`config.mk`:
```
export PLATFORM = sky130hd
export DESIGN_NAME = tmod_responder
export DESIGN_NICKNAME = d
export VERILOG_FILES = /design/src/rtl/tmod_responder.sv
export SDC_FILE = /design/constraint.sdc
export NUM_CORES = 1
export LEC_CHECK = 0
export CAP_MARGIN = 25
export CORE_MARGIN = 2
export CORE_UTILIZATION = 30
export CTS_BUF_LIST = sky130_fd_sc_hd__clkbuf_4 sky130_fd_sc_hd__clkbuf_8 sky130_fd_sc_hd__clkbuf_16
export CTS_CLUSTER_SIZE = 14
export DETAILED_ROUTE_END_ITERATION = 12
export PLACE_DENSITY = 0.55
export SLEW_MARGIN = 20
export SYNTH_ARGS = -nofsm -noshare
export SYNTH_HDL_FRONTEND = slang
export SYNTH_SLANG_ARGS = --single-unit
export TNS_END_PERCENT = 30
```
`constraint.sdc`:
```
create_clock -name clk -period 2.3 [get_ports clk]
set_input_delay 0.69 -clock clk [delete_from_list [all_inputs] [get_ports clk]]
set_output_delay 0.69 -clock clk [all_outputs]
set_load 0.1 [all_outputs]
```
`src/rtl/tmod_responder.sv`:
```
// tmod bus responder: command FSM with one-cycle acknowledge,
// config registers and a prescaled temperature sampler with sticky alarm.
module tmod_responder #(
  parameter int WIDTH = 8,
  parameter int OPW = 3,
  parameter int PRESCALE = 16,
  parameter logic [WIDTH-1:0] DEF_FRQ = WIDTH'(1),
  parameter logic [WIDTH-1:0] DEF_HIGH = '1
) (
  input  logic             clk,
  input  logic             reset,
  input  logic [OPW-1:0]   op,
  input  logic [WIDTH-1:0] opnd,
  output logic             ready,
  output logic             valid,
  output logic [1:0]       status,
  input  logic [WIDTH-1:0] temp_in,
  output logic [WIDTH-1:0] temp_sample,
  output logic             sample_strobe,
  output logic             alarm,
  output logic [WIDTH-1:0] frq_reg,
  output logic [WIDTH-1:0] high_reg
);

  localparam logic [1:0] S_IDLE = 2'd0;
  localparam logic [1:0] S_EXEC = 2'd1;
  localparam logic [1:0] S_ACK  = 2'd2;

  localparam logic [OPW-1:0] OP_NOOP  = OPW'(0);
  localparam logic [OPW-1:0] OP_RESET = OPW'(1);
  localparam logic [OPW-1:0] OP_FRQ   = OPW'(2);
  localparam logic [OPW-1:0] OP_HIGH  = OPW'(3);

  localparam int PW = (PRESCALE > 1) ? $clog2(PRESCALE) : 1;
  localparam logic [PW-1:0] PMAX = PW'(PRESCALE - 1);

  logic [1:0]       r_state;
  logic             r_armed;
  logic [OPW-1:0]   r_op;
  logic [WIDTH-1:0] r_opnd;
  logic             r_valid;
  logic [1:0]       r_status;
  logic [WIDTH-1:0] r_frq;
  logic [WIDTH-1:0] r_high;
  logic             r_alarm;
  logic [WIDTH-1:0] r_sample;
  logic             r_strobe;
  logic [PW-1:0]    r_pcnt;
  logic [WIDTH-1:0] r_icnt;

  logic w_exec;
  logic w_rst_op;
  logic w_clr;
  logic w_tick;
  logic w_iwrap;
  logic w_sample;
  logic w_known;
  logic w_alarm_nxt;

  assign w_exec   = (r_state == S_EXEC);
  assign w_rst_op = w_exec && (r_op == OP_RESET);
  // RESET and SET_FRQ restart the sampler and swallow a coincident sample
  assign w_clr    = w_rst_op || (w_exec && (r_op == OP_FRQ));
  assign w_tick   = (r_pcnt == PMAX);
  assign w_iwrap  = (r_icnt == r_frq - WIDTH'(1));
  assign w_sample = (r_frq != '0) && w_tick && w_iwrap && !w_clr;
  assign w_known  = (r_op == OP_RESET) || (r_op == OP_FRQ) ||
                    (r_op == OP_HIGH);

  always_comb begin
    w_alarm_nxt = r_alarm;
    if (w_rst_op)
      w_alarm_nxt = 1'b0;
    else if (w_sample)
      w_alarm_nxt = r_alarm | (temp_in > r_high);
  end

  always_ff @(posedge clk or negedge reset) begin
    if (!reset) begin
      r_state  <= S_IDLE;
      r_armed  <= 1'b1;
      r_op     <= OP_NOOP;
      r_opnd   <= '0;
      r_valid  <= 1'b0;
      r_status <= 2'b00;
    end else begin
      unique case (1'b1)
        (r_state == S_IDLE): begin
          if (op == OP_NOOP) begin
            r_armed <= 1'b1;
          end else if (r_armed) begin
            r_op    <= op;
            r_opnd  <= opnd;
            r_state <= S_EXEC;
          end
        end
        (r_state == S_EXEC): begin
          r_valid  <= 1'b1;
          r_status <= !w_known ? 2'b01 :
                      (w_alarm_nxt ? 2'b10 : 2'b00);
          r_state  <= S_ACK;
        end
        (r_state == S_ACK): begin
          r_valid  <= 1'b0;
          r_status <= 2'b00;
          r_armed  <= 1'b0;
          r_state  <= S_IDLE;
        end
        default: r_state <= S_IDLE;
      endcase
    end
  end

  always_ff @(posedge clk or negedge reset) begin
    if (!reset) begin
      r_frq  <= DEF_FRQ;
      r_high <= DEF_HIGH;
    end else if (w_exec) begin
      if (r_op == OP_RESET) begin
        r_frq  <= DEF_FRQ;
        r_high <= DEF_HIGH;
      end else if (r_op == OP_FRQ) begin
        r_frq <= r_opnd;
      end else if (r_op == OP_HIGH) begin
        r_high <= r_opnd;
      end
    end
  end

  always_ff @(posedge clk or negedge reset) begin
    if (!reset) begin
      r_pcnt   <= '0;
      r_icnt   <= '0;
      r_sample <= '0;
      r_strobe <= 1'b0;
      r_alarm  <= 1'b0;
    end else begin
      if (w_clr || (r_frq == '0)) begin
        r_pcnt <= '0;
        r_icnt <= '0;
      end else if (w_tick) begin
        r_pcnt <= '0;
        r_icnt <= w_iwrap ? '0 : r_icnt + WIDTH'(1);
      end else begin
        r_pcnt <= r_pcnt + PW'(1);
      end
      r_strobe <= w_sample;
      r_alarm  <= w_alarm_nxt;
      if (w_rst_op)
        r_sample <= '0;
      else if (w_sample)
        r_sample <= temp_in;
    end
  end

  assign ready         = (r_state == S_IDLE) && r_armed;
  assign valid         = r_valid;
  assign status        = r_status;
  assign temp_sample   = r_sample;
  assign sample_strobe = r_strobe;
  assign alarm         = r_alarm;
  assign frq_reg       = r_frq;
  assign high_reg      = r_high;

endmodule

```
==> results of run 1 <==
==> where the power goes <==
group	leakage, nW	switching, mW	internal (mW)
combinational	1.09	2.37	1.50
sequential	0.675	0.351	1.38
clock	0.0592	0.333	0.342
total	1.82	3.05	3.22
==> layer usage <==
layer	share of wire (%)	GRT usage, %
met1	49	18.63
met2	47	22.42
met3	3.9	2.644
met4	0.58	3.385
met5	0	0
==> cell families after synthesis <==
kind of cell | Yosys count | share of synthesized area (%)
flip-flops | 55 | 47.58
XOR/XNOR | 12 | 3.600
multiplexers | 18 | 6.601
buffers and inverters | 38 | 5.186
AO/OA/AOI/OAI | 62 | 14.49
AND/OR/NAND/NOR | 82 | 16.12
adder cells (fa/ha/maj) | 15 | 6.429
==> layout by cell type (no fill, tap or decap), types with 13 or more instances in the layout <==
cell type and instances:
a21oi_1 22, buf_12 17, buf_4 36, clkdlybuf4s50_1 19, dfrtp_1 39, ha_1 13
inv_1 23, nand3_1 15, nor2_1 15, o21ai_0 13
==> final timing paths <==
kind | start | endpoint | slack, ns | cells past startpoint
max | frq_reg[1]$_DFFE_PN0P_ | r_icnt[5]$_DFFE_PN0P_ | -0.03 | 9
min | reset | r_icnt[0]$_DFFE_PN0P_ | 0.35 | 2
max reg2reg | frq_reg[1]$_DFFE_PN0P_ | r_icnt[5]$_DFFE_PN0P_ | -0.03 | 9
min reg2reg | r_pcnt[0]$_DFF_PN0_ | r_pcnt[0]$_DFF_PN0_ | 0.47 | 1
max in group asynchronous | reset | high_reg[0]$_DFFE_PN1P_ | 1.64 | 2
min in group clk | r_pcnt[0]$_DFF_PN0_ | r_pcnt[0]$_DFF_PN0_ | 0.47 | 1
==> area by class of cell <==
| cell class | count | share of cell area (%) |
|---|---|---|
| timing repair buffer | 75 | 20.11 |
| sequential | 55 | 34.05 |
| inverter | 25 | 2.339 |
| clock inverter | 2 | 0.9417 |
| tap | 133 | 4.040 |
| multi-input combinational | 189 | 36.66 |
| clock buffer | 6 | 1.853 |
==> cells in the mapped netlist (4+ instances only) <==
| library cell | n |
|---|---|
| nor2b_1 | 4 |
| dfrtp_1 | 45 |
| xor2_1 | 4 |
| nor3b_1 | 9 |
| nand2b_1 | 4 |
| clkbuf_1 | 11 |
| nor3_1 | 4 |
| mux2_2 | 10 |
| mux2i_1 | 8 |
| dfstp_2 | 10 |
| ha_1 | 15 |
| a21oi_1 | 22 |
| nand3_1 | 15 |
| inv_1 | 25 |
| nand2_1 | 7 |
| nor2_1 | 15 |
| xnor2_1 | 8 |
| o21ai_0 | 13 |
==> worst reg2reg max path: cells and delay by family, from the launching register on <==
kind	cells	cell delay [ns]
AOI/OAI and AO/OA	3	0.65
buffers and inverters	3	0.46
DFF	1	0.52
and+or+nand+nor	3	0.58
==> stage by stage <==
stage / setup TNS (ns) / total power [mW] / util [%] / area (sq um)
after floorplan: -2.969 / 4.161 / - / 2964
after global placement: -1.126 / 5.413 / 40.36 / 3872
after detailed placement: -1.725 / 5.458 / 40.36 / 3872
after CTS: -0.2343 / 6.251 / 42.27 / 4055
after global routing: -1.534 / 6.663 / 42.93 / 4119
final: -0.1206 / 6.269 / 42.93 / 4119
==> timing repair <==
item,in CTS,in global routing
endpoints found under the hold margin,0,0
cloned,0,0
buffers inserted,1,1
endpoints found under the setup margin,17,16
pin swaps,8,4
gates resized for setup,10,10
==> summary.txt, run 1 <==
Status: finished, violations left
Failing checks: setup timing
Residual DRC: 0
Wirelength per Cell: 14.18 um
Layout cells sized above 1: 32.95%
Worst clock skew: 0.007862 ns
Synthesized Nets: 318
Tcrit/Tclk final: 101.5%
CP max FO: 7
Final non-filler cell total: 485
Max cap viols: 0
Nature of the critical path startpoint: flop
Initial core utilization: 30.43%
Final hold vios: 0
Critical Path Sink Type: flop
H-tree depth: 2
Yosys warnings: 0
Initial antenna violation count: 0
Hold Buf Count CTS: 0
Die height: 102.6 um
Global Route Usage Sum: 13.66%
Final GP Congestion: 0.7686
Port-buffer cells: 50
Sink Count: 55
FP Rows: 36
#FFs+latches synth: 55
Vias in the first global route: 2,298
Syn-to-layout area delta: 41.11%
Crit path cell chain: buf_4 -> nor3_4 -> and3_4 -> o221ai_4 -> buf_6 -> a211oi_4 -> buf_6 -> nor2_2 -> a221o_1
Min setup slack post-route: -0.03369 ns
RSZ-0062 raised after global routing: yes
Final min period: 2.334 ns
Mapped Area: 2919 sq um
Achievable Freq: 428.5 MHz
Top_reg_cell synth: dfrtp_1
First-pass GRT wire length: 11,300 um
Hpwl dp: 5123 um
Largest cells by area after synthesis: dfrtp_1 (39%), dfstp_2 (9.0%), ha_1 (6.4%), mux2_2 (3.9%), a21oi_1 (3.8%)
Req. time, crit path: 2.49 ns
CTS tree: built
CTS Buf Count: 5
Area of the multi-input gates: 1510 sq um
Synth async-reset ratio: 100.0%
Max IR drop VDD: 0.7241 mV
Yosys cell types: 50
# fillers: 928
DR pass1 iterations: 4
WP data arrival: 2.53 ns
Via/cell ratio: 4.660
Reg clk slew, reported paths: 0.10 ns
Peak per-stage delay on the critical path: 0.52 ns
GRT overflow: 0
Most used cell, CP: buf_6
Antenna Nets Post-Route: 0
Pwr dens: 1522 nW/um^2
Min Hold Slack: 0.3531 ns
Core area: 9594 sq um
Die area: 10,540 sq um
Sequential cell area: 1403 sq um
Via Count: 2,260
Synth top area share: 38.58%
Final Slew Violations: 0
Cell taking the most area after synthesis: dfrtp_1
Clock Latency Late Sink: 0.31 ns
Dpl cells: 475
Hold WC Path Type: in2async
Synthesized area per cell: 10.35 sq um
Post-synthesis sequential area ratio: 47.58%
# IOs: 51
Max-slew headroom: 64.30%
Pre-CTS setup slack: -0.1690 ns
Clock tree buffer depth: 2
Leak: 1.820 nW
WP buf/inv: 3
Post-Route WL: 6875 um
Largest net degree at the start of global routing: 56
Crit path max-delay cell type: dfrtp_4
Cells after Synth: 282
Clock Tree Root: clkbuf_8
Critical path type: reg2reg
Worst-Margin Slew: 0.5339 ns
Setup-failing EPs final: 8
Initial DRC Count: 131
Post-synth EDFFs: 0
Delay-heaviest family, CP: compound AO/OA/AOI/OAI gates
Die W: 102.6 um
Final nets: 387
Ant. Diodes: 0
No activity file was read; power rests on OpenSTA's default activity.
==> run 2: changes to the inputs <==
--- a/config.mk
+++ b/config.mk
@@ -6,12 +6,14 @@
 export NUM_CORES = 1
 export LEC_CHECK = 0
 export CAP_MARGIN = 25
+export CELL_PAD_IN_SITES_DETAIL_PLACEMENT = 0
+export CELL_PAD_IN_SITES_GLOBAL_PLACEMENT = 1
 export CORE_MARGIN = 2
 export CORE_UTILIZATION = 30
 export CTS_BUF_LIST = sky130_fd_sc_hd__clkbuf_4 sky130_fd_sc_hd__clkbuf_8 sky130_fd_sc_hd__clkbuf_16
 export CTS_CLUSTER_SIZE = 14
 export DETAILED_ROUTE_END_ITERATION = 12
-export PLACE_DENSITY = 0.55
+export PLACE_DENSITY = 0.67
 export SLEW_MARGIN = 20
 export SYNTH_ARGS = -nofsm -noshare
 export SYNTH_HDL_FRONTEND = slang
==> summary.txt, run 2 (same netlist as run 1, synthesis figures left out) <==
Port-buffer cells: 50 (unchanged)
Die W: 102.6 um (unchanged)
Final Cell Area: 4124 sq um (was 4119 sq um)
Wirelength per Cell: 14.77 um (was 14.18 um)
Tcrit/Tclk final: 103.6% (was 101.5%)
Grt met2 use: 22.17% (was 22.42%)
Post-Route WL: 7221 um (was 6875 um)
Die area: 10,540 sq um (unchanged)
Met1 GRT Util: 19.97% (was 18.63%)
Initial antenna violation count: 0 (unchanged)
Reg2reg end: alarm$_DFF_PN0_ (was r_icnt[5]$_DFFE_PN0P_)
# fillers: 929 (was 928)
Layout cells sized above 1: 33.99% (was 32.95%)
Min Hold Slack: 0.2970 ns (was 0.3531 ns)
Hold Buf Count CTS: 0 (unchanged)
Global Route Usage Sum: 13.95% (was 13.66%)
Final Slew Violations: 0 (unchanged)
Hpwl dp: 5412 um (was 5123 um)
Antenna Nets Post-Route: 0 (unchanged)
Crit path max-delay cell type: dfrtp_4 (unchanged)
Sink Count: 55 (unchanged)
FP Rows: 36 (unchanged)
Die height: 102.6 um (unchanged)
Min setup slack post-route: -0.08272 ns (was -0.03369 ns)
CP max FO: 5 (was 7)
Initial DRC Count: 85 (was 131)
CTS Buf Count: 5 (unchanged)
Final nets: 391 (was 387)
Ant. Diodes: 0 (unchanged)
R2r startpoint: frq_reg[1]$_DFFE_PN0P_ (unchanged)
Largest net degree at the start of global routing: 19 (was 56)
Max-slew headroom: 55.96% (was 64.30%)
Global Route met3 Usage: 2.441% (was 2.644%)
Peak per-stage delay on the critical path: 0.52 ns (about the same)
Final min period: 2.383 ns (was 2.334 ns)
Initial core utilization: 30.43% (unchanged)
Area of the multi-input gates: 1506 sq um (was 1510 sq um)
Req. time, crit path: 2.51 ns (was 2.49 ns)
Max cap viols: 0 (unchanged)
Worst-Margin Slew: 0.6592 ns (was 0.5339 ns)
Achievable Freq: 419.7 MHz (was 428.5 MHz)
Worst Reg-to-Reg Cells: 10 (was 9)
Clock tree buffer depth: 2 (unchanged)
Via Count: 2,303 (was 2,260)
Most frequent cells in the layout: buf_4 (40), dfrtp_1 (39), inv_1 (23), a21oi_1 (22), clkdlybuf4s50_1 (19) (was dfrtp_1 (39), buf_4 (36), inv_1 (23), a21oi_1 (22), clkdlybuf4s50_1 (19))
Pwr dens: 1493 nW/um^2 (was 1522 nW/um^2)
Most used routing layer: met2 (unchanged)
Most common cell after layout, fill and taps aside: buf_4 (was dfrtp_1)
Dpl cells: 476 (was 475)
Critical Path Sink Type: flop (unchanged)
RSZ-0062 raised after global routing: yes (unchanged)
R2R Setup Slk: -0.08 ns (was -0.03 ns)
Failing checks: setup timing (unchanged)
Post-DP Area: 3867 sq um (was 3872 sq um)
Via/cell ratio: 4.710 (was 4.660)
Hold WC Path Type: in2async (unchanged)
Clock Tree Root: clkbuf_8 (unchanged)
Leak: 1.826 nW (was 1.820 nW)
Sequential cell area: 1403 sq um (unchanged)
Syn-to-layout area delta: 41.28% (was 41.11%)
Critical path type: reg2reg (unchanged)
GRT overflow: 0 (unchanged)
H-tree depth: 2 (unchanged)
Final hold vios: 0 (unchanged)
Final non-filler cell total: 489 (was 485)
# IOs: 51 (unchanged)
Core area: 9594 sq um (unchanged)
Max IR drop VDD: 0.6805 mV (was 0.7241 mV)
Worst clock skew: 0.01253 ns (was 0.007862 ns)
Reg clk slew, reported paths: 0.11 ns (was 0.10 ns)
DR pass1 iterations: 4 (unchanged)
Final GP Congestion: 0.7691 (was 0.7686)
Nature of the critical path startpoint: flop (unchanged)
Residual DRC: 0 (unchanged)
Clock Latency Late Sink: 0.31 ns (about the same)
CTS tree: built (unchanged)
Status: finished, violations left (unchanged)
Vias in the first global route: 2,286 (was 2,298)
Crit path cell chain: inv_2 -> ha_2 -> or3b_4 -> or3_4 -> o2111ai_4 -> a2111oi_4 -> buf_4 -> clkbuf_16 -> a31oi_1 -> a21oi_1 (was buf_4 -> nor3_4 -> and3_4 -> o221ai_4 -> buf_6 -> a211oi_4 -> buf_6 -> nor2_2 -> a221o_1)
Setup-failing EPs final: 15 (was 8)
WP data arrival: 2.59 ns (was 2.53 ns)
First-pass GRT wire length: 11,480 um (was 11,300 um)
[run 2: cell count changes in the layout (fill, tap and decap cells not counted), sizes merged]
| cell | previous run | this run |
|---|---|---|
| inv | 26 | 27 |
| buf | 56 | 59 |
| clkinv | 0 | 1 |
| bufinv | 1 | 0 |
[run 2: timing repair]
item	4_1_cts	5_1_grt
gates resized for setup	11	10
gates cloned	0	1
pin swaps	5	2
setup endpoints to repair	18	18
buffers inserted	3	1
hold endpoints to repair	0	0
[run 2: how the worst max path moves through the flow]
stage,slack [ns],to,cells past startpoint,from
2_1_floorplan,-0.27,temp_sample[1]$_DFFE_PN0P_,10,frq_reg[0]$_DFFE_PN1P_
6_report,-0.08,alarm$_DFF_PN0_,10,frq_reg[1]$_DFFE_PN0P_
3_5_place_dp,-0.20,temp_sample[0]$_DFFE_PN0P_,9,frq_reg[1]$_DFFE_PN0P_
3_3_place_gp,-0.14,r_icnt[6]$_DFFE_PN0P_,8,frq_reg[1]$_DFFE_PN0P_
5_1_grt,-0.22,temp_sample[6]$_DFFE_PN0P_,9,frq_reg[0]$_DFFE_PN1P_
4_1_cts,-0.09,temp_sample[0]$_DFFE_PN0P_,9,frq_reg[0]$_DFFE_PN1P_
[run 2: where the power goes]
part	total, mW	leakage [nW]	switching, mW	internal [mW]
Clock	0.568	0.0489	0.346	0.222
Sequential	1.73	0.675	0.352	1.38
Combinational	3.86	1.10	2.38	1.48
[run 2: routing by layer]
| metal | wire [um] | vias to the layer above |
|---|---|---|
| li1 | - | 1136 |
| met1 | 3514 | 1135 |
| met2 | 3493 | 30 |
| met3 | 165 | 2 |
| met4 | 48 | 0 |
| met5 | 0 | - |
[run 2: final cells by class]
cell class	instances	share of cell area, %
multi-input combinational	189	36.53
inverter	25	2.275
sequential	55	34.01
clock inverter	3	0.5461
clock buffer	5	1.669
tap	133	4.035
timing repair buffer	79	20.93
[run 2: metrics by stage]
stage / utilization [%] / TNS [ns] / worst slack, ns / total power [mW]
floorplan: - / -2.969 / -0.2718 / 4.161
global placement: 40.31 / -1.621 / -0.1433 / 5.404
finish: 42.98 / -0.7331 / -0.08272 / 6.157
detailed placement: 40.31 / -2.482 / -0.1983 / 5.439
global route: 42.98 / -2.178 / -0.2242 / 6.540
CTS: 42.07 / -0.7478 / -0.08637 / 6.144
[run 2: critical path, delay by kind of cell (launching register included)]
family / cells / cell delay (ns)
DFF: 1 / 0.52
and+or+nand+nor: 2 / 0.80
buffers and inverters: 3 / 0.39
AOI/OAI and AO/OA: 4 / 0.38
adders and majority gates: 1 / 0.18
==> run 3: changes to the inputs <==
--- a/config.mk
+++ b/config.mk
@@ -13,7 +13,7 @@
 export CTS_BUF_LIST = sky130_fd_sc_hd__clkbuf_4 sky130_fd_sc_hd__clkbuf_8 sky130_fd_sc_hd__clkbuf_16
 export CTS_CLUSTER_SIZE = 14
 export DETAILED_ROUTE_END_ITERATION = 12
-export PLACE_DENSITY = 0.67
+export PLACE_DENSITY = 0.64
 export SLEW_MARGIN = 20
 export SYNTH_ARGS = -nofsm -noshare
 export SYNTH_HDL_FRONTEND = slang
==> constraint.sdc (replaced) <==
create_clock -name clk -period 2.67 [get_ports clk]
set_input_delay 0.801 -clock clk [delete_from_list [all_inputs] [get_ports clk]]
set_output_delay 0.801 -clock clk [all_outputs]
set_load 0.1 [all_outputs]
==> summary.txt, run 3 (same netlist as run 1, synthesis figures left out) <==
Via Count: 2,240 (was 2,303)
Leak: 1.663 nW (was 1.826 nW)
R2r startpoint: frq_reg[0]$_DFFE_PN1P_ (was frq_reg[1]$_DFFE_PN0P_)
Req. time, crit path: 2.87 ns (was 2.51 ns)
WP buf/inv: 2 (was 3)
CTS tree: built (unchanged)
Residual DRC: 0 (unchanged)
RSZ-0062 raised after global routing: no (was yes)
Hold WC Path Type: in2async (unchanged)
Die area: 10,540 sq um (unchanged)
Crit path cell chain: inv_1 -> ha_1 -> or3b_2 -> o21ai_1 -> o2111ai_2 -> a2111oi_4 -> buf_12 -> mux2i_1 -> a21oi_1 (was inv_2 -> ha_2 -> or3b_4 -> or3_4 -> o2111ai_4 -> a2111oi_4 -> buf_4 -> clkbuf_16 -> a31oi_1 -> a21oi_1)
Wirelength per Cell: 15.09 um (was 14.77 um)
Worst-Margin Slew: 0.6993 ns (was 0.6592 ns)
Most frequent cells in the layout: dfrtp_1 (44), buf_4 (38), inv_1 (25), a21oi_1 (22), clkdlybuf4s50_1 (19) (was buf_4 (40), dfrtp_1 (39), inv_1 (23), a21oi_1 (22), clkdlybuf4s50_1 (19))
Nature of the critical path startpoint: flop (unchanged)
CTS Buf Count: 5 (unchanged)
Min setup slack post-route: 0.1691 ns (was -0.08272 ns)
Initial core utilization: 30.43% (unchanged)
Hold Buf Count CTS: 0 (unchanged)
Die W: 102.6 um (unchanged)
Max cap viols: 0 (unchanged)
Largest net degree at the start of global routing: 24 (was 19)
Die height: 102.6 um (unchanged)
Pre-CTS setup slack: 0.1593 ns (was -0.1983 ns)
Max IR drop VDD: 0.7842 mV (was 0.6805 mV)
# IOs: 51 (unchanged)
Setup-failing EPs final: 0 (was 15)
Gates resized, CTS repair: 0 (was 11)
Worst clock skew: 0.01099 ns (was 0.01253 ns)
DR pass1 iterations: 4 (unchanged)
FP Rows: 36 (unchanged)
Final min period: 2.501 ns (was 2.383 ns)
Tcrit/Tclk final: 93.67% (was 103.6%)
H-tree depth: 2 (unchanged)
Min Hold Slack: 0.4581 ns (was 0.2970 ns)
Syn-to-layout area delta: 25.68% (was 41.28%)
CP max FO: 11 (was 5)
Crit path max-delay cell type: dfstp_4 (was dfrtp_4)
Ant. Diodes: 0 (unchanged)
Critical Path Sink Type: flop (unchanged)
Initial DRC Count: 68 (was 85)
Sink Count: 55 (unchanged)
First-pass GRT wire length: 11,340 um (was 11,480 um)
Max-slew headroom: 53.29% (was 55.96%)
Delay-heaviest family, CP: compound AO/OA/AOI/OAI gates (was simple AND/OR/NAND/NOR gates)
Setup Buffers After CTS: 0 (was 3)
Critical path type: reg2reg (unchanged)
Clock Latency Late Sink: 0.31 ns (about the same)
WP data arrival: 2.70 ns (was 2.59 ns)
GRT overflow: 0 (unchanged)
Reg clk slew, reported paths: 0.10 ns (was 0.11 ns)
Antenna Nets Post-Route: 0 (unchanged)
Final nets: 373 (was 391)
Core area: 9594 sq um (unchanged)
Hpwl dp: 5394 um (was 5412 um)
Peak per-stage delay on the critical path: 0.50 ns (was 0.52 ns)
Setup total negative slack: 0 ns (was -0.7331 ns)
Final hold vios: 0 (unchanged)
Worst Setup SP: frq_reg[0]$_DFFE_PN1P_ (was frq_reg[1]$_DFFE_PN0P_)
Final Slew Violations: 0 (unchanged)
Total power: 4.693 mW (was 6.157 mW)
Via/cell ratio: 4.756 (was 4.710)
Global Route Usage Sum: 14.07% (was 13.95%)
Post-Route WL: 7109 um (was 7221 um)
Initial antenna violation count: 0 (unchanged)
Layout cells sized above 1: 24.26% (was 33.99%)
Vias in the first global route: 2,149 (was 2,286)
Pwr dens: 1279 nW/um^2 (was 1493 nW/um^2)
Achievable Freq: 399.9 MHz (was 419.7 MHz)
Clock Tree Root: clkbuf_8 (unchanged)
Status: completed (was finished, violations left)
Clock tree buffer depth: 2 (unchanged)
Most common cell after layout, fill and taps aside: dfrtp_1 (was buf_4)
Final GP Congestion: 0.7519 (was 0.7691)
Port-buffer cells: 50 (unchanged)
==> run 3: cell count changes in the layout (fill, tap and decap cells not counted), moves of 2 or more <==
| cell | change |
|---|---|
| buf_12 | -13 |
| buf_6 | -2 |
| inv_2 | -2 |
| dfrtp_2 | -4 |
| ha_2 | -2 |
| nor2_1 | +2 |
| ha_1 | +2 |
| inv_1 | +2 |
| nor3_2 | +2 |
| dfrtp_1 | +5 |
| inv_6 | -2 |
| buf_4 | -2 |
| nor4_1 | +2 |
| nor3_4 | -2 |
==> run 3: final cells by class <==
cell class | count | area, sq um
clock buffers | 7 | 90.09
clock inverters | 1 | 5.005
fillers | 988 | 5926
inverters | 25 | 93.84
multi-input cells | 189 | 1379
flip-flops and latches | 55 | 1394
well taps | 133 | 166.4
repair buffers | 61 | 540.5
==> run 3: final timing paths <==
path	end	slack, ns	cells after the start
max	temp_sample[2]$_DFFE_PN0P_	0.17	9
min	r_opnd[4]$_DFFE_PN0P_	0.46	1
max reg2reg	temp_sample[2]$_DFFE_PN0P_	0.17	9
min reg2reg	r_pcnt[0]$_DFF_PN0_	0.46	1
max in group asynchronous	frq_reg[1]$_DFFE_PN0P_	1.60	2
min in group clk	r_pcnt[0]$_DFF_PN0_	0.46	1
==> run 3: layer usage <==
metal  wire length, um  track usage (%)  up-vias
met5                 0                0        -
met4                63            3.077        0
met3               283            2.983        4
met2              3105            21.37       41
met1              3657            20.66     1094
li1                  -                -     1101
==> run 3: power by group <==
group	total, mW	internal [mW]	switching [mW]
combinational	2.73	0.848	1.88
clock	0.495	0.221	0.275
sequential	1.47	1.17	0.297
total	4.69	2.24	2.45
==> run 3: metrics by stage <==
step                area [sq um]  utilization, %  instances
floorplan                   2924               -        282
finish                      3669           38.24        471
detailed placement          3573           37.25        463
CTS                         3669           38.24        471
global placement            3573           37.25        463
global route                3669           38.24        471
==> edit 1, RTL diff (config.mk and constraints of run 2) <==
Change the parameter `WIDTH` from 8 to 7.
--- a/src/rtl/tmod_responder.sv
+++ b/src/rtl/tmod_responder.sv
@@ -1,7 +1,7 @@
 // tmod bus responder: command FSM with one-cycle acknowledge,
 // config registers and a prescaled temperature sampler with sticky alarm.
 module tmod_responder #(
-  parameter int WIDTH = 8,
+  parameter int WIDTH = 7,
   parameter int OPW = 3,
   parameter int PRESCALE = 16,
   parameter logic [WIDTH-1:0] DEF_FRQ = WIDTH'(1),
Interface: changed (5 resized); port bits go from 51 to 46. The function was not compared with the original's and may differ.
==> edit 1 against run 2 <==
Design area fell by 13%; worst setup slack improved by 130 ps; routed wire length is 12% lower; sequential cell count decreased by 5; total power fell by 14%; die area fell by 7.1%; final cell count down 9.6%; worst hold slack better by 6.8 ps; synthesized area shrank 7.4%; critical path type unchanged; largest cell class unchanged; largest power group unchanged.
==> edit 1: results (changes against run 2) <==
fin_skew_ps: 3.180  # -9.349 ps
drt-initial-drc-count: 58  # -32%
synthTopCellsByCount: "dfrtp_1, o21ai_0, nand2_1"
yosys.area_share.xor_xnor: 0.05185  # +0.01585
dp_hpwl_mm: 4.826  # -11%
yosys_warnings: 0  # unchanged
synth_compound_area_frac: 0.1542  # +0.009289
postCtsSetupRepairBufs: 0  # -3
insertion_delay_ps: 300
num-fill-cells: 861  # -7.3%
routabilityCongestion: 0.7806  # +1.5%
grt_start_max_net_pins: 36  # +17
hp-class: "in2async"
syn_nets: 307  # -3.5%
crit_arrival_ps: 2440  # -150 ps
clk_pin_slew_ps: 90  # -20 ps
grt_pass1_wl_mm: 10.58  # -7.8%
io_buffers: 45  # -10%
yosysSeqAreaShare: 0.4671  # -0.008653
synth_adder_area_share: 0.06481  # +0.0005199
slew_headroom: 0.6700  # +0.1104
placed_cell_area_sq_um: 3486  # -9.9%
path_max_fanout: 9  # +4
synthMuxAreaShare: 0.05926  # -0.006750
power_leakage_nw: 1.645  # -9.9%
cts_buffer_depth: 2  # unchanged
status: "finished, final reports clean"
ir_drop_v: 0.0009629  # +41%
synth_area_leaders: "dfrtp_1, dfstp_2, ha_1, o21ai_0, nand2_1"
cts_inserted_buffers: 5  # unchanged
nets: 366  # -6.4%
antenna_found_initial: 0  # unchanged
grt_usage: 0.1351  # -0.004394
vias_per_cell: 4.785  # +1.6%
synthDistinctLibCells: 45  # -10%
wirelength_mm: 6.335  # -12%
drive_above_1_share: 0.2575  # -0.08240
first_global_vias: 2123  # -7.1%
==> edit 1: cell types whose count changed in the layout (fill, tap and decap cells not counted), moves of 5 or more <==
cell / before / now
a21oi_1: 22 / 17
inv_1: 23 / 15
o21ai_0: 13 / 31
nand3_1: 15 / 4
buf_4: 40 / 33
nand2_1: 7 / 28
==> edit 1: per-stage QoR <==
stage               utilization  instances  TNS (ps)  power, mW  worst slack (ps)
floorplan                     -        274     -1136      3.715            -131.5
global placement         0.3997        434    -103.9      4.738            -103.9
detailed placement       0.3997        434    -102.9      4.771            -102.9
CTS                      0.4110        442         0      5.328             14.36
global route             0.4135        442    -294.3      5.620            -54.40
finish                   0.4135        442         0      5.282             45.45
==> edit 1: what timing repair did <==
item / CTS / global route
setup endpoints to repair: 2 / 9
cloned: 0 / 0
resized for setup: 1 / 4
==> edit 1: logic make-up after synthesis <==
group,count (synthesis)
buffers and inverters,29
adder cells (fa/ha/maj),14
XOR/XNOR,16
flip-flops,50
AND/OR/NAND/NOR,81
multiplexers,15
AO/OA/AOI/OAI,69
==> edit 1: area by class of cell <==
type	count	share of cell area
inverters	16	0.01735
clock inverters	1	0.001388
repair buffers	65	0.1936
multi-input cells	195	0.3713
flip-flops and latches	50	0.3539
well taps	108	0.03747
clock buffers	7	0.02498
==> edit 1: report_power, final <==
group / switching [mW] / internal, mW / leakage, nW / total, mW
Combinational: 1.98 / 1.16 / 0.989 / 3.14
Clock: 0.284 / 0.255 / 0.0517 / 0.539
Sequential: 0.344 / 1.26 / 0.604 / 1.60
Total: 2.61 / 2.67 / 1.65 / 5.28
==> edit 1: routing by layer <==
layer	track usage	wire length, um	part of all wire
met2	0.2126	2929	0.46
met3	0.02908	274	0.043
met1	0.1910	3078	0.49
met5	0	0	0
met4	0.03161	52	0.0082
==> edit 1: path summary, 6_finish.rpt <==
check                      startpoint        endpoint  slack (ps)  cells past startpoint
min in group clk            r_pcnt[0]       r_pcnt[0]         490                      1
max in group asynchronous       reset     high_reg[6]        1350                      2
setup / recovery           frq_reg[0]  temp_sample[0]          50                      7
hold / removal                  reset      frq_reg[1]         300                      1
hold reg to reg             r_pcnt[0]       r_pcnt[0]         490                      1
setup reg to reg           frq_reg[0]  temp_sample[0]          50                      7
==> edit 1: worst max-delay path: stages (launching register included) <==
cell and delay, ps:
dfstp_4 640, inv_4 40, ha_4 140, or3_1 340, a31o_1 200, or4_4 490, buf_8 170, mux2i_1 120
==> edit 2, RTL diff (settings of run 2) <==
Made on the original files. Reset style: synchronous (`reset`), changed in 3 clocked blocks.
--- a/src/rtl/tmod_responder.sv
+++ b/src/rtl/tmod_responder.sv
@@ -75,7 +75,7 @@
       w_alarm_nxt = r_alarm | (temp_in > r_high);
   end
 
-  always_ff @(posedge clk or negedge reset) begin
+  always_ff @(posedge clk) begin
     if (!reset) begin
       r_state  <= S_IDLE;
       r_armed  <= 1'b1;
@@ -111,7 +111,7 @@
     end
   end
 
-  always_ff @(posedge clk or negedge reset) begin
+  always_ff @(posedge clk) begin
     if (!reset) begin
       r_frq  <= DEF_FRQ;
       r_high <= DEF_HIGH;
@@ -127,7 +127,7 @@
     end
   end
 
-  always_ff @(posedge clk or negedge reset) begin
+  always_ff @(posedge clk) begin
     if (!reset) begin
       r_pcnt   <= '0;
       r_icnt   <= '0;
Function: differs if reset is asserted again (counterexample within 4 cycles, from zero or initial values and one cycle with reset low); with reset held inactive, the same outputs for 10 cycles.
==> edit 2 against run 2 <==
Worst setup slack better by 160 ps; sequential cell count stayed put; critical endpoint is now r_icnt[6]; worst hold slack better by 170 ps; count of clock-buffer cells in the layout is 1 higher; first-iteration DRC count is 9.4% higher; design area is 15% lower; synthesized area is 5.6% lower; sequential share of layout area is 2.1 points lower; critical path type unchanged; synthesized cell count is 13% higher; routed wire length is 11% lower.
Power is not compared: it rests on default switching activity, and its combinational part moved more than twofold at a synthesized area within 25%.
==> edit 2: results (changes against run 2) <==
status: "finished, final reports clean"
synth_area_leaders: "dfxtp_1, ha_1, nand2_1, nor2_1, a21boi_0"
grt_pass1_wl_mm: 10.67  # -7.0%
slew_headroom: 0.7058  # +0.1462
synth_cells: 319  # +13%
syn_nets: 356  # +12%
synthFlopType: "dfxtp_1"
dp_hpwl_mm: 4.899  # -9.5%
grt_usage: 0.1332  # -0.006298
dr_wl_met2_mm: 2.973  # -15%
stdcell_count: 484  # -1.0%
met3_length_um: 248  # +50%
drt-initial-drc-count: 93  # +9.4%
vias: 2313  # +0.43%
hp-class: "reg2reg"
grt_start_max_net_pins: 34  # +15
slowest_stage: "or4_4"
postCtsSetupRepairBufs: 0  # -3
grt_use_met1: 0.1831  # -0.01663
fin_skew_ps: 7.530  # -5.000 ps
path_max_fanout: 7  # +2
drive_above_1_share: 0.1649  # -0.1750
ys_async_sr_fraction: 0  # -1.000
first_global_vias: 2138  # -6.5%
wirelength_mm: 6.449  # -11%
synth_adder_area_share: 0.07266  # +0.008366
nets: 412  # +5.4%
yosys.area_share.xor_xnor: 0.05086  # +0.01486
yosysSeqAreaShare: 0.3996  # -0.07615
[edit 2: changes by cell type after synthesis, sizes merged, moves of 7 or more]
cell	before	now
dfstp	10	0
nand2	7	48
mux2	10	0
a21boi	0	12
a22oi	0	9
nor2b	4	11
nor2	16	27
inv	25	14
dfrtp	45	0
a21oi	22	4
dfxtp	0	55
[edit 2: timing repair]
action,CTS,global route
hold buffers,0,0
setup endpoints to repair,0,7
resized for setup,0,1
[edit 2: path summary, 6_finish.rpt]
check,from,to,slack [ps],cells past startpoint
worst min register to register,r_pcnt[0],r_pcnt[0],460,1
worst max register to register,frq_reg[2],r_icnt[6],80,6
worst max-delay path,frq_reg[2],r_icnt[6],80,6
worst min-delay path,r_pcnt[0],r_pcnt[0],460,1
[edit 2: cell type report]
type                       instances  share of cell area
clock buffer                       6             0.02351
clock inverter                     2            0.009975
inverter                          14             0.01496
multi-input combinational        237              0.4400
sequential                        55              0.3192
tap                              108             0.03848
timing repair buffer              62              0.1539
[edit 2: through the flow]
| step | setup slack, ps | area, sq um | hold slack, ps | power [mW] |
|---|---|---|---|---|
| floorplan | 9.480 | 2775 | 431.9 | 1.366 |
| global placement | 100.7 | 3393 | 447.0 | 1.517 |
| detailed placement | 68.95 | 3393 | 446.0 | 1.520 |
| CTS | 44.99 | 3511 | 466.9 | 2.201 |
| global route | 5.695 | 3512 | 496.8 | 2.295 |
| finish | 80.14 | 3512 | 463.7 | 2.167 |
[edit 2: power by group]
group	total, mW	internal (mW)	switching (mW)
clock network	0.673	0.353	0.320
registers	1.03	0.994	0.0404
logic	0.460	0.178	0.282
[edit 2: kinds of logic after synthesis]
family / count (synthesis)
buffers and inverters: 27
AND/OR/NAND/NOR: 138
XOR/XNOR: 16
flip-flops: 55
adder cells (fa/ha/maj): 16
AO/OA/AOI/OAI: 59
multiplexers: 8
